==> src/rtl/logic_op_pipe_if.sv <==
// Operand/result handshake bundle for logic_op_pipe.
// master = operand source + result consumer, slave = the pipe.
interface logic_op_pipe_if #(
    parameter int WIDTH = 8
);
    logic             in_valid;
    logic             in_ready;
    logic [WIDTH-1:0] in_a;
    logic [WIDTH-1:0] in_b;
    logic [3:0]       in_op;
    logic             in_acc;
    logic             out_valid;
    logic             out_ready;
    logic [WIDTH-1:0] out_data;
    logic             out_zero;
    logic             out_par;
    logic             out_err;

    modport master (
        output in_valid, in_a, in_b, in_op, in_acc, out_ready,
        input  in_ready, out_valid, out_data, out_zero, out_par, out_err
    );

    modport slave (
        input  in_valid, in_a, in_b, in_op, in_acc, out_ready,
        output in_ready, out_valid, out_data, out_zero, out_par, out_err
    );
endinterface

==> src/rtl/logic_op_pipe.sv <==
// Registered ten-op bitwise unit with valid/ready handshake,
// accumulator feedback and a saturating transaction counter.
module logic_op_pipe #(
    parameter int WIDTH = 8,
    parameter int CNT_W = 8
) (
    input  logic             clk,
    input  logic             rst_n,
    logic_op_pipe_if.slave   bus,
    input  logic             acc_clr,
    output logic [WIDTH-1:0] acc_q,
    output logic [CNT_W-1:0] txn_cnt
);
    logic             vld_q;
    logic [WIDTH-1:0] data_q;
    logic             zero_q;
    logic             par_q;
    logic             err_q;

    logic             ready;
    logic             accept;
    logic [WIDTH-1:0] opa;
    logic [WIDTH-1:0] opb;
    logic [WIDTH-1:0] res;
    logic             err;

    assign ready  = !vld_q || bus.out_ready;
    assign accept = bus.in_valid && ready;
    assign opa    = bus.in_acc ? acc_q : bus.in_a;
    assign opb    = bus.in_b;

    always_comb begin
        res = '0;
        err = 1'b0;
        case (bus.in_op)
            4'd0:    res = opa & opb;
            4'd1:    res = opa | opb;
            4'd2:    res = opa ^ opb;
            4'd3:    res = ~(opa & opb);
            4'd4:    res = ~(opa | opb);
            4'd5:    res = ~(opa ^ opb);
            4'd6:    res = ~opa;
            4'd7:    res = ~opb;
            4'd8:    res = opa;
            4'd9:    res = opb;
            default: err = 1'b1;
        endcase
    end

    always_ff @(posedge clk or negedge rst_n) begin
        if (!rst_n) begin
            vld_q   <= 1'b0;
            data_q  <= '0;
            zero_q  <= 1'b1;
            par_q   <= 1'b0;
            err_q   <= 1'b0;
            acc_q   <= '0;
            txn_cnt <= '0;
        end else begin
            if (accept) begin
                vld_q  <= 1'b1;
                data_q <= res;
                zero_q <= (res == '0);
                par_q  <= ^res;
                err_q  <= err;
            end else if (bus.out_ready) begin
                vld_q  <= 1'b0;
            end
            // clear wins, but the op above already saw the old value
            if (acc_clr)
                acc_q <= '0;
            else if (accept)
                acc_q <= res;
            if (accept && txn_cnt != '1)
                txn_cnt <= txn_cnt + 1'b1;
        end
    end

    assign bus.in_ready  = ready;
    assign bus.out_valid = vld_q;
    assign bus.out_data  = data_q;
    assign bus.out_zero  = zero_q;
    assign bus.out_par   = par_q;
    assign bus.out_err   = err_q;
endmodule

==> src/flat_wrapper.sv <==
// flat-port wrapper written by rule: the top's interface ports become plain ports
module logic_op_pipe_flat 
#(
    parameter int WIDTH = 8,
    parameter int CNT_W = 8
)
  (clk, rst_n, acc_clr, acc_q, txn_cnt, bus_in_valid, bus_in_a, bus_in_b, bus_in_op, bus_in_acc, bus_out_ready, bus_in_ready, bus_out_valid, bus_out_data, bus_out_zero, bus_out_par, bus_out_err);
  logic_op_pipe_if #(.WIDTH(WIDTH)) bus_i ();
  input  logic clk;
  input  logic rst_n;
  input  logic acc_clr;
  output logic [WIDTH-1:0] acc_q;
  output logic [CNT_W-1:0] txn_cnt;
  input wire logic [$bits(bus_i.in_valid)-1:0] bus_in_valid;
  input wire logic [$bits(bus_i.in_a)-1:0] bus_in_a;
  input wire logic [$bits(bus_i.in_b)-1:0] bus_in_b;
  input wire logic [$bits(bus_i.in_op)-1:0] bus_in_op;
  input wire logic [$bits(bus_i.in_acc)-1:0] bus_in_acc;
  input wire logic [$bits(bus_i.out_ready)-1:0] bus_out_ready;
  output wire logic [$bits(bus_i.in_ready)-1:0] bus_in_ready;
  output wire logic [$bits(bus_i.out_valid)-1:0] bus_out_valid;
  output wire logic [$bits(bus_i.out_data)-1:0] bus_out_data;
  output wire logic [$bits(bus_i.out_zero)-1:0] bus_out_zero;
  output wire logic [$bits(bus_i.out_par)-1:0] bus_out_par;
  output wire logic [$bits(bus_i.out_err)-1:0] bus_out_err;
  assign bus_i.in_valid = bus_in_valid;
  assign bus_i.in_a = bus_in_a;
  assign bus_i.in_b = bus_in_b;
  assign bus_i.in_op = bus_in_op;
  assign bus_i.in_acc = bus_in_acc;
  assign bus_i.out_ready = bus_out_ready;
  assign bus_in_ready = bus_i.in_ready;
  assign bus_out_valid = bus_i.out_valid;
  assign bus_out_data = bus_i.out_data;
  assign bus_out_zero = bus_i.out_zero;
  assign bus_out_par = bus_i.out_par;
  assign bus_out_err = bus_i.out_err;
  logic_op_pipe #(.WIDTH(WIDTH), .CNT_W(CNT_W)) u_core (.clk(clk), .rst_n(rst_n), .bus(bus_i), .acc_clr(acc_clr), .acc_q(acc_q), .txn_cnt(txn_cnt));
endmodule
==> config.mk <==
export PLATFORM = sky130hd
export DESIGN_NAME = logic_op_pipe_flat
export DESIGN_NICKNAME = d
export VERILOG_FILES = /design/src/rtl/logic_op_pipe_if.sv /design/src/rtl/logic_op_pipe.sv /design/src/flat_wrapper.sv
export SDC_FILE = /design/constraint.sdc
export NUM_CORES = 1
export LEC_CHECK = 0
export ABC_AREA = 1
export ABC_CLOCK_PERIOD_IN_PS = 2500
export CAP_MARGIN = 40
export CORE_UTILIZATION = 40
export DETAILED_ROUTE_END_ITERATION = 7
export PLACE_DENSITY = 0.7
export SLEW_MARGIN = 20
export SYNTH_ARGS = -nofsm -noshare
export SYNTH_HDL_FRONTEND = slang
export SYNTH_SLANG_ARGS = --single-unit
==> constraint.sdc <==
create_clock -name clk -period 2.5 [get_ports clk]
set_clock_uncertainty 0.2 [all_clocks]
set_input_delay 0.5 -clock clk [delete_from_list [all_inputs] [get_ports clk]]
set_output_delay 0.5 -clock clk [all_outputs]
set_load 0.1 [all_outputs]
# Word level (Yosys, flattened, before mapping)
# Cells that the tools add are included.
# W data, S select, Z words.
# word_totals
ff_bits	28
inputBits	26
output_inout_bits	29
wordCells	43
# op_classes
n_addsub	1
n_eq_ne	10
mux	7
bitwise_logic	8
reduce_logical	10
# op_table
cell	count
$pmux W8 S10	1
$not A8 Y8	5
$mux W8	3
$eq A4 B3 Y1 const B	4
$reduce_or A10 Y1	1
$add A8 B1 Y8 const B	1
$and A8 B8 Y8	1
$eq A4 B2 Y1 const B	2
$eq A4 B4 Y1 const B	2
$logic_not A8 Y1	1
$ne A8 B8 Y1 const B	1
$or A8 B8 Y8	1
$reduce_xor A8 Y1	1
$xor A8 B8 Y8	1
$eq A4 B1 Y1 const B	1
$logic_not A4 Y1	1
$reduce_bool A2 Y1	2
$mux W1	3
$logic_and A1 B1 Y1	2
$logic_not A1 Y1	1
$logic_or A1 B1 Y1	1

# Logic depth before layout (Yosys ltp)
# Gate-level depths: netlist of run 1.
# depth
word_depth	6
mapped_depth	19
mapped_depth_nobuf	19

# Worst setup path after synthesis of run 1
# Ideal clock, no wire load.
# synth_path
kind	register -> register
from	register u_core.acc_q[4]
to	register u_core.par_q (netlist: u_core.bus.out_par)
setup_time_ns	0.120
t_arrival_ns	2.548
required_time_ns	2.180
setup_slack_ns	-0.368
path_stages_with_launch	15
n_path_buf	0
synth_period_minus_slack_ns	2.868
cell_sequence	dfrtp_1 or2_2 o21ai_0 ha_1 o21ai_0 nor2_1 o2111ai_1 inv_1 ha_1 nand3_1 nand2_1 inv_1 nand2_1 nand3_1 nand2_1
# synth_via
elab_chain_len	5
word_cells_on_any_way	10
classes_between	2 x mux; 7 x bitwise; 1 x reduce/logical
# synth_lines
element	line	text
from (decl)	logic_op_pipe.sv:11	output logic [WIDTH-1:0] acc_q,
from (signal assigned)	logic_op_pipe.sv:73	acc_q <= res;
$mux W8 *	logic_op_pipe.sv:29	assign opa = bus.in_acc ? acc_q : bus.in_a;
$xor A8 B8 Y8 (tied with other cells)	logic_op_pipe.sv:38, logic_op_pipe.sv:41	
$not A8 Y8, on equally long branches	logic_op_pipe.sv:41, logic_op_pipe.sv:39, logic_op_pipe.sv:40	
$pmux W8 S10 *	logic_op_pipe.sv:35	case (bus.in_op)
$reduce_xor A8 Y1 *	logic_op_pipe.sv:64	par_q <= ^res;
to (signal assigned)	logic_op_pipe.sv:64	
to (decl)	logic_op_pipe.sv:17	logic par_q;
# Every way passes the cells marked *; elsewhere a longest branch is shown, timed or not.
# A chain may end at the register's enable or synchronous reset.

# Worst setup path after layout of run 1
# layout_path
from	register u_core.acc_q[5]
to	register u_core.par_q (netlist: u_core.bus.out_par)
# The elaborated chain is that of the path after synthesis.

==> run summary, run 1 <==
status = completed
GRT Total Usage = 0.248
final period utilization = 0.984
Ports = 55
largest net degree at the start of global routing = 29
Crit-path slowest cell = dfrtp_4
initial antenna violation count = 0
Fillers = 537
Diodes inserted = 0
Skew-Pair Late Insertion Delay = 0.27 ns
met2 wire len = 4250 um
FP Rows = 28
most common cell after layout, fill and taps aside = nand2_1
CTS tree = done
Die Wd = 82.5 um
Fin. Hold Viols = 0
synthesized area = 2590 sq um
IR drop worst, VDD = 1.09 mV
Synth Flop Type = dfrtp_1
Avg WL per Cell = 13.5 um
initial drt markers = 172
Critical Path, Cell by Cell = or2_4 > o21ai_4 > ha_4 > o21ai_1 > nor2_1 > o2111ai_2 > inv_2 > ha_4 > inv_2 > nand2_1 > nand2_1 > inv_1 > nand2_1 > nand3_1 > nand2_1
Synth async-reset ratio = 1.00
vias in the first global route = 2886
Sum Neg Setup Slack = 0 ns
PortBufs = 54
Slew HR = 0.757
total number of vias = 3160
TritonCTS Sinks = 28
share of the synthesized area in the top cell type = 0.260
area delta synth->final = 57.7%
global-route wire length before repair = 13100 um
CP required = 2.47 ns
WS Path Type = reg2reg
Setup Viol. Count Final = 0
wire length on met3 = 477 um
Tot Pwr = 2.48 mW
leading post-synthesis cells by cell area = dfrtp_1 26%, nand2_1 21%, inv_1 9.0%
Initial Util = 0.425
DP Wirelength = 6200 um
DRC errors left = 0
Clock Pin Slew Worst Setup and Hold Paths = 0.09 ns
ANT nets after route = 0
pwr dens = 605 nW/um^2
Mapped Nets = 469
CP startpoint kind = flop
sequential element share of the synthesized area = 0.271
max layer used = met4
max frequency = 0.406 GHz
Layout Nets = 597
Avg Vias per Cell = 5.04
DR pass1 iterations = 5
layout cells sized above 1 = 0.350
YS warnings = 0
Overflow after GRT = 0
Clock Tree Root = clkbuf_8
GPL Wtd Cong = 0.880
Tmin final = 2.46 ns
post-synth cell types = 26
H-tree lvl count = 1
HP Class = reg2reg
Crit path top cell by count = nand2_1
Worst Path Arrival = 2.43 ns
Clock Path Buffers = 2
Synth Area per Inst = 6.10 sq um
Num CTS Buffers = 3
DRT Wirelength = 8470 um
total core area = 6100 sq um
LEAKAGE = 2.24 nW
die height = 82.5 um
Worst Path Max Fanout = 3
Cells after Synth = 425
max-slew violation count = 0
biggest area consumer among synthesized cells = dfrtp_1
Crit. End Element = flop
worst slew pin tran = 0.364 ns
number of synthesized flops with an enable pin = 0
commonest non-fill, non-tap cells in the layout = 130 x nand2_1, 104 x buf_4, 52 x inv_1
Post-Route M1 WL = 3670 um
synthesis-stage register bit count = 28
cts hold-fix bufs = 0
die area = 6810 sq um
delay of the slowest critical-path stage = 0.50 ns
Max Cap Viol = 0
[flip-flops by register name, summed over array words and instances, names as in the netlist]
| signal | flops |
|---|---|
| u_core.bus.out_data | 8 |
| u_core.bus.out_valid | 1 |
| u_core.bus.out_par | 1 |
| u_core.txn_cnt | 8 |
| u_core.bus.out_zero | 1 |
| u_core.acc_q | 8 |
| u_core.bus.out_err | 1 |
[power by group]
part	total [mW]	switching, mW	internal (mW)	leakage (nW)
clock	0.247	0.133	0.114	0.0228
combinational	1.59	1.14	0.449	1.88
sequential	0.641	0.0874	0.554	0.339
total	2.48	1.36	1.12	2.24
[cell families (layout without fill, tap and decap cells)]
kind of cell / Yosys count / count (layout) / synth area share
simple gates: 266 / 266 / 0.435
buf+inv: 72 / 199 / 0.112
compound gates: 34 / 34 / 0.0719
flops: 28 / 28 / 0.271
fa+ha+maj: 18 / 18 / 0.0868
xor+xnor: 7 / 7 / 0.0236
[cells in the mapped netlist (all sizes together), types with 2 or more instances]
cell type,instances
dfrtp,27
or2,4
a21oi,11
nand3,42
inv,62
nor2,62
o21ai,15
nand2,145
o22ai,5
o2111ai,2
xor2,6
nor3,2
ha,18
buf,8
nand3b,9
[through the flow]
| stage | hold WS [ns] | cell area (sq um) | setup WS (ns) | util | cells |
|---|---|---|---|---|---|
| floorplan | 0.00441 | 2620 | 0.00247 | - | 425 |
| global placement | 0.269 | 3680 | -0.528 | 0.603 | 615 |
| detailed placement | 0.275 | 3680 | -0.578 | 0.603 | 615 |
| CTS | 0.290 | 3820 | 0.00207 | 0.626 | 623 |
| global route | 0.299 | 4090 | -0.0770 | 0.671 | 627 |
| finish | 0.286 | 4090 | 0.0391 | 0.671 | 627 |
[metal layers]
layer,GRT usage,vias up
met5,0,-
met4,0.0172,0
met3,0.0286,8
met2,0.463,122
met1,0.317,1453
li1,-,1577
[cell type report]
class	instances	area (sq um)	area share
Clock buffer	4	45.0	0.0110
Inverter	63	236	0.0578
Multi-Input combinational cell	325	1910	0.466
Sequential cell	28	717	0.175
Tap cell	75	93.8	0.0229
Timing Repair Buffer	132	1090	0.267
[worst max-delay path, delay by kind of cell, from the launching register on]
kind	cells	cell delay, ns
buf+inv	3	0.16
compound gates	3	0.39
simple gates	7	0.60
fa+ha+maj	2	0.52
flops	1	0.50
[worst paths after layout]
| check | depth (start not counted) | endpoint | slack (ns) | start |
|---|---|---|---|---|
| worst max-delay path | 15 | u_core.bus.out_par | 0.04 | u_core.acc_q[5] |
| worst min-delay path | 2 | u_core.bus.out_zero | 0.29 | u_core.bus.out_zero |
| worst max register to register | 15 | u_core.bus.out_par | 0.04 | u_core.acc_q[5] |
| worst min register to register | 2 | u_core.bus.out_zero | 0.29 | u_core.bus.out_zero |
| max in group asynchronous | 2 | u_core.bus.out_zero | 1.40 | rst_n |
| min in group asynchronous | 2 | u_core.bus.out_data[0] | 0.40 | rst_n |
[what timing repair did]
action | CTS | global route
resized for setup | 23 | 67
pin swaps | 15 | 56
setup endpoints to repair | 4 | 4
buffers inserted | 5 | 4
Power figures use the tool's default switching activity.
==> inputs of run 2 (changes only) <==
--- a/config.mk
+++ b/config.mk
@@ -6,7 +6,7 @@
 export NUM_CORES = 1
 export LEC_CHECK = 0
 export ABC_AREA = 1
-export ABC_CLOCK_PERIOD_IN_PS = 2500
+export ABC_CLOCK_PERIOD_IN_PS = 3100
 export CAP_MARGIN = 40
 export CORE_UTILIZATION = 40
 export DETAILED_ROUTE_END_ITERATION = 7
==> constraint.sdc (replaced) <==
create_clock -name clk -period 3.1 [get_ports clk]
set_clock_uncertainty 0.2 [all_clocks]
set_input_delay 0.62 -clock clk [delete_from_list [all_inputs] [get_ports clk]]
set_output_delay 0.62 -clock clk [all_outputs]
set_load 0.1 [all_outputs]
==> run 2 against run 1 <==
Cell count is 7.3% lower. Non-clock buffer count shrank 46. Core utilization fell by 11 points. Clock-buffer cell count unchanged. Worst setup slack improved by 0.32 ns. Sequential share of layout area up 2.9 points. Sequential cell count is the same. Design area fell by 16%. Global-route usage shrank 2.8 points. Largest cell class unchanged. Combinational power fell by 28%. Critical path type is now in2reg. Wire length is 16% lower. Via count decreased by 9.5%.
==> run summary, run 2 (same netlist as run 1, synthesis figures left out) <==
status = completed
PortBufs = 54 (unchanged)
DR pass1 iterations = 4 (-1)
Diodes inserted = 0 (unchanged)
DRC errors left = 0 (unchanged)
CTS tree = done
die area = 6810 sq um (unchanged)
Crit. End Element = flop
total number of vias = 2861 (-9.5%)
Overflow after GRT = 0 (unchanged)
r2r endpoint = u_core.bus.out_par
reg2reg path depth = 15 (unchanged)
Fin. Hold Viols = 0 (unchanged)
R2R Setup Slk = 0.65 ns (+0.61 ns)
ANT nets after route = 0 (unchanged)
area delta synth->final = 32.2%
GRT Total Usage = 0.219 (-0.0282)
cts hold-fix bufs = 0 (unchanged)
Layout Nets = 551 (-7.7%)
Avg Vias per Cell = 4.92 (-2.3%)
vias in the first global route = 2527 (-12%)
final period utilization = 0.885
Avg WL per Cell = 12.3 um (-9.3%)
Slew HR = 0.734 (-0.0227)
Clock Path Buffers = 2 (unchanged)
die height = 82.5 um (unchanged)
Initial Util = 0.425 (unchanged)
Reg area = 702 sq um (-2.1%)
largest net degree at the start of global routing = 29 (unchanged)
Crit Reg-Reg Startpoint = u_core.acc_q[4]
Tmin final = 2.74 ns
Fillers = 604 (+12%)
TritonCTS Sinks = 28 (unchanged)
HP Class = reg2reg
Setup Viol. Count Final = 0 (unchanged)
max-slew violation count = 0 (unchanged)
Worst Path Arrival = 2.72 ns (+0.29 ns)
Skew-Pair Late Insertion Delay = 0.28 ns (about the same)
WS Path Type = in2reg
final hold slack = 0.287 ns (+0.000604 ns)
global-route wire length before repair = 11500 um (-12%)
worst slew pin tran = 0.398 ns (+0.0338 ns)
Worst Path Max Fanout = 7 (+4)
max frequency = 0.365 GHz
initial drt markers = 174 (+1.2%)
Clock Tree Root = clkbuf_8
unrepaired setup endpoints after global routing = no
Hold EP = u_core.bus.out_data[4]
hold path depth = 2 (unchanged)
GPL Wtd Cong = 0.946 (+7.5%)
H-tree lvl count = 1 (unchanged)
Num CTS Buffers = 3 (unchanged)
Hold Startpoint = u_core.bus.out_data[4]
DP Wirelength = 5660 um (-8.6%)
Clock Pin Slew Worst Setup and Hold Paths = 0.09 ns (about the same)
IR drop worst, VDD = 0.869 mV (-20%)
pwr dens = 549 nW/um^2 (-9.4%)
initial antenna violation count = 0 (unchanged)
area occupied by multi-input gates = 1620 sq um (-15%)
Sum Neg Setup Slack = 0 ns (unchanged)
total core area = 6100 sq um (unchanged)
LEAKAGE = 1.94 nW (-13%)
Ports = 55 (unchanged)
CP required = 3.08 ns (+0.61 ns)
Max Cap Viol = 0 (unchanged)
DRT Wirelength = 7120 um (-16%)
Die Wd = 82.5 um (unchanged)
most common cell after layout, fill and taps aside = nand2_1
commonest non-fill, non-tap cells in the layout = 144 x nand2_1, 61 x inv_1, 60 x buf_4
FP Rows = 28 (unchanged)
layout cells sized above 1 = 0.158 (-0.192)
CP startpoint kind = primary input
[run 2: cell types whose count changed in the layout (fill, tap and decap cells not counted), sizes merged]
cell and delta:
buf -46, clkbuf -1, clkdlybuf4s50 +10, dlygate4sd2 -3, dlymetal6s2s -6
[run 2: worst max-delay path: stages]
cell and delay, ns:
clkdlybuf4s50_1 0.58, nor2_1 0.08, buf_4 0.17, nand2_1 0.12, buf_4 0.18, nor2_1 0.05
nor2_1 0.10, nand3_1 0.22, nand2_2 0.14, inv_1 0.06, nor2_2 0.12, nand2_1 0.06
nand2_1 0.06, nand2_1 0.04, nand3_1 0.07, nand2_1 0.05
[run 2: final cells by class]
type,instances,share of cell area
Timing Repair Buffer,86,0.211
Multi-Input combinational cell,325,0.472
Tap cell,75,0.0274
Sequential cell,28,0.205
Clock buffer,4,0.0161
Inverter,63,0.0690
[run 2: timing repair]
action | CTS | global route
gates resized for setup | 0 | 12
setup buffers | 0 | 1
setup endpoints to repair | 0 | 1
[run 2: worst max-delay path by stage]
stage                    start            endpoint  slack [ns]  depth (start not counted)
6_report          bus_in_op[1]  u_core.bus.out_par        0.36                         16
5_1_grt           bus_in_op[2]  u_core.bus.out_par        0.18                         18
4_1_cts             bus_in_acc  u_core.bus.out_par        0.09                         17
3_5_place_dp        bus_in_acc  u_core.bus.out_par       -0.20                         17
3_3_place_gp        bus_in_acc  u_core.bus.out_par       -0.14                         16
2_1_floorplan  u_core.acc_q[4]  u_core.bus.out_par        0.23                         14
[run 2: layer usage]
| layer | up-vias | track usage | wire, um |
|---|---|---|---|
| li1 | 1483 | - | - |
| met1 | 1282 | 0.304 | 3240 |
| met2 | 90 | 0.369 | 3410 |
| met3 | 6 | 0.0286 | 408 |
| met4 | 0 | 0.0362 | 57 |
| met5 | - | 0 | 0 |
[run 2: metrics by stage]
| step | power, mW | util | cell area (sq um) | setup slack, ns | std cells |
|---|---|---|---|---|---|
| detailed placement | 1.66 | 0.549 | 3350 | -0.200 | 576 |
| finish | 1.88 | 0.562 | 3430 | 0.357 | 581 |
| global placement | 1.64 | 0.549 | 3350 | -0.136 | 576 |
| CTS | 1.88 | 0.558 | 3400 | 0.0927 | 580 |
| global route | 1.99 | 0.562 | 3430 | 0.178 | 581 |
| floorplan | 1.36 | - | 2590 | 0.232 | 425 |
[run 2: where the power goes]
part           switching (mW)  leakage (nW)  internal [mW]
logic                   0.861          1.56          0.282
registers              0.0671         0.352          0.445
clock network           0.111        0.0288          0.114
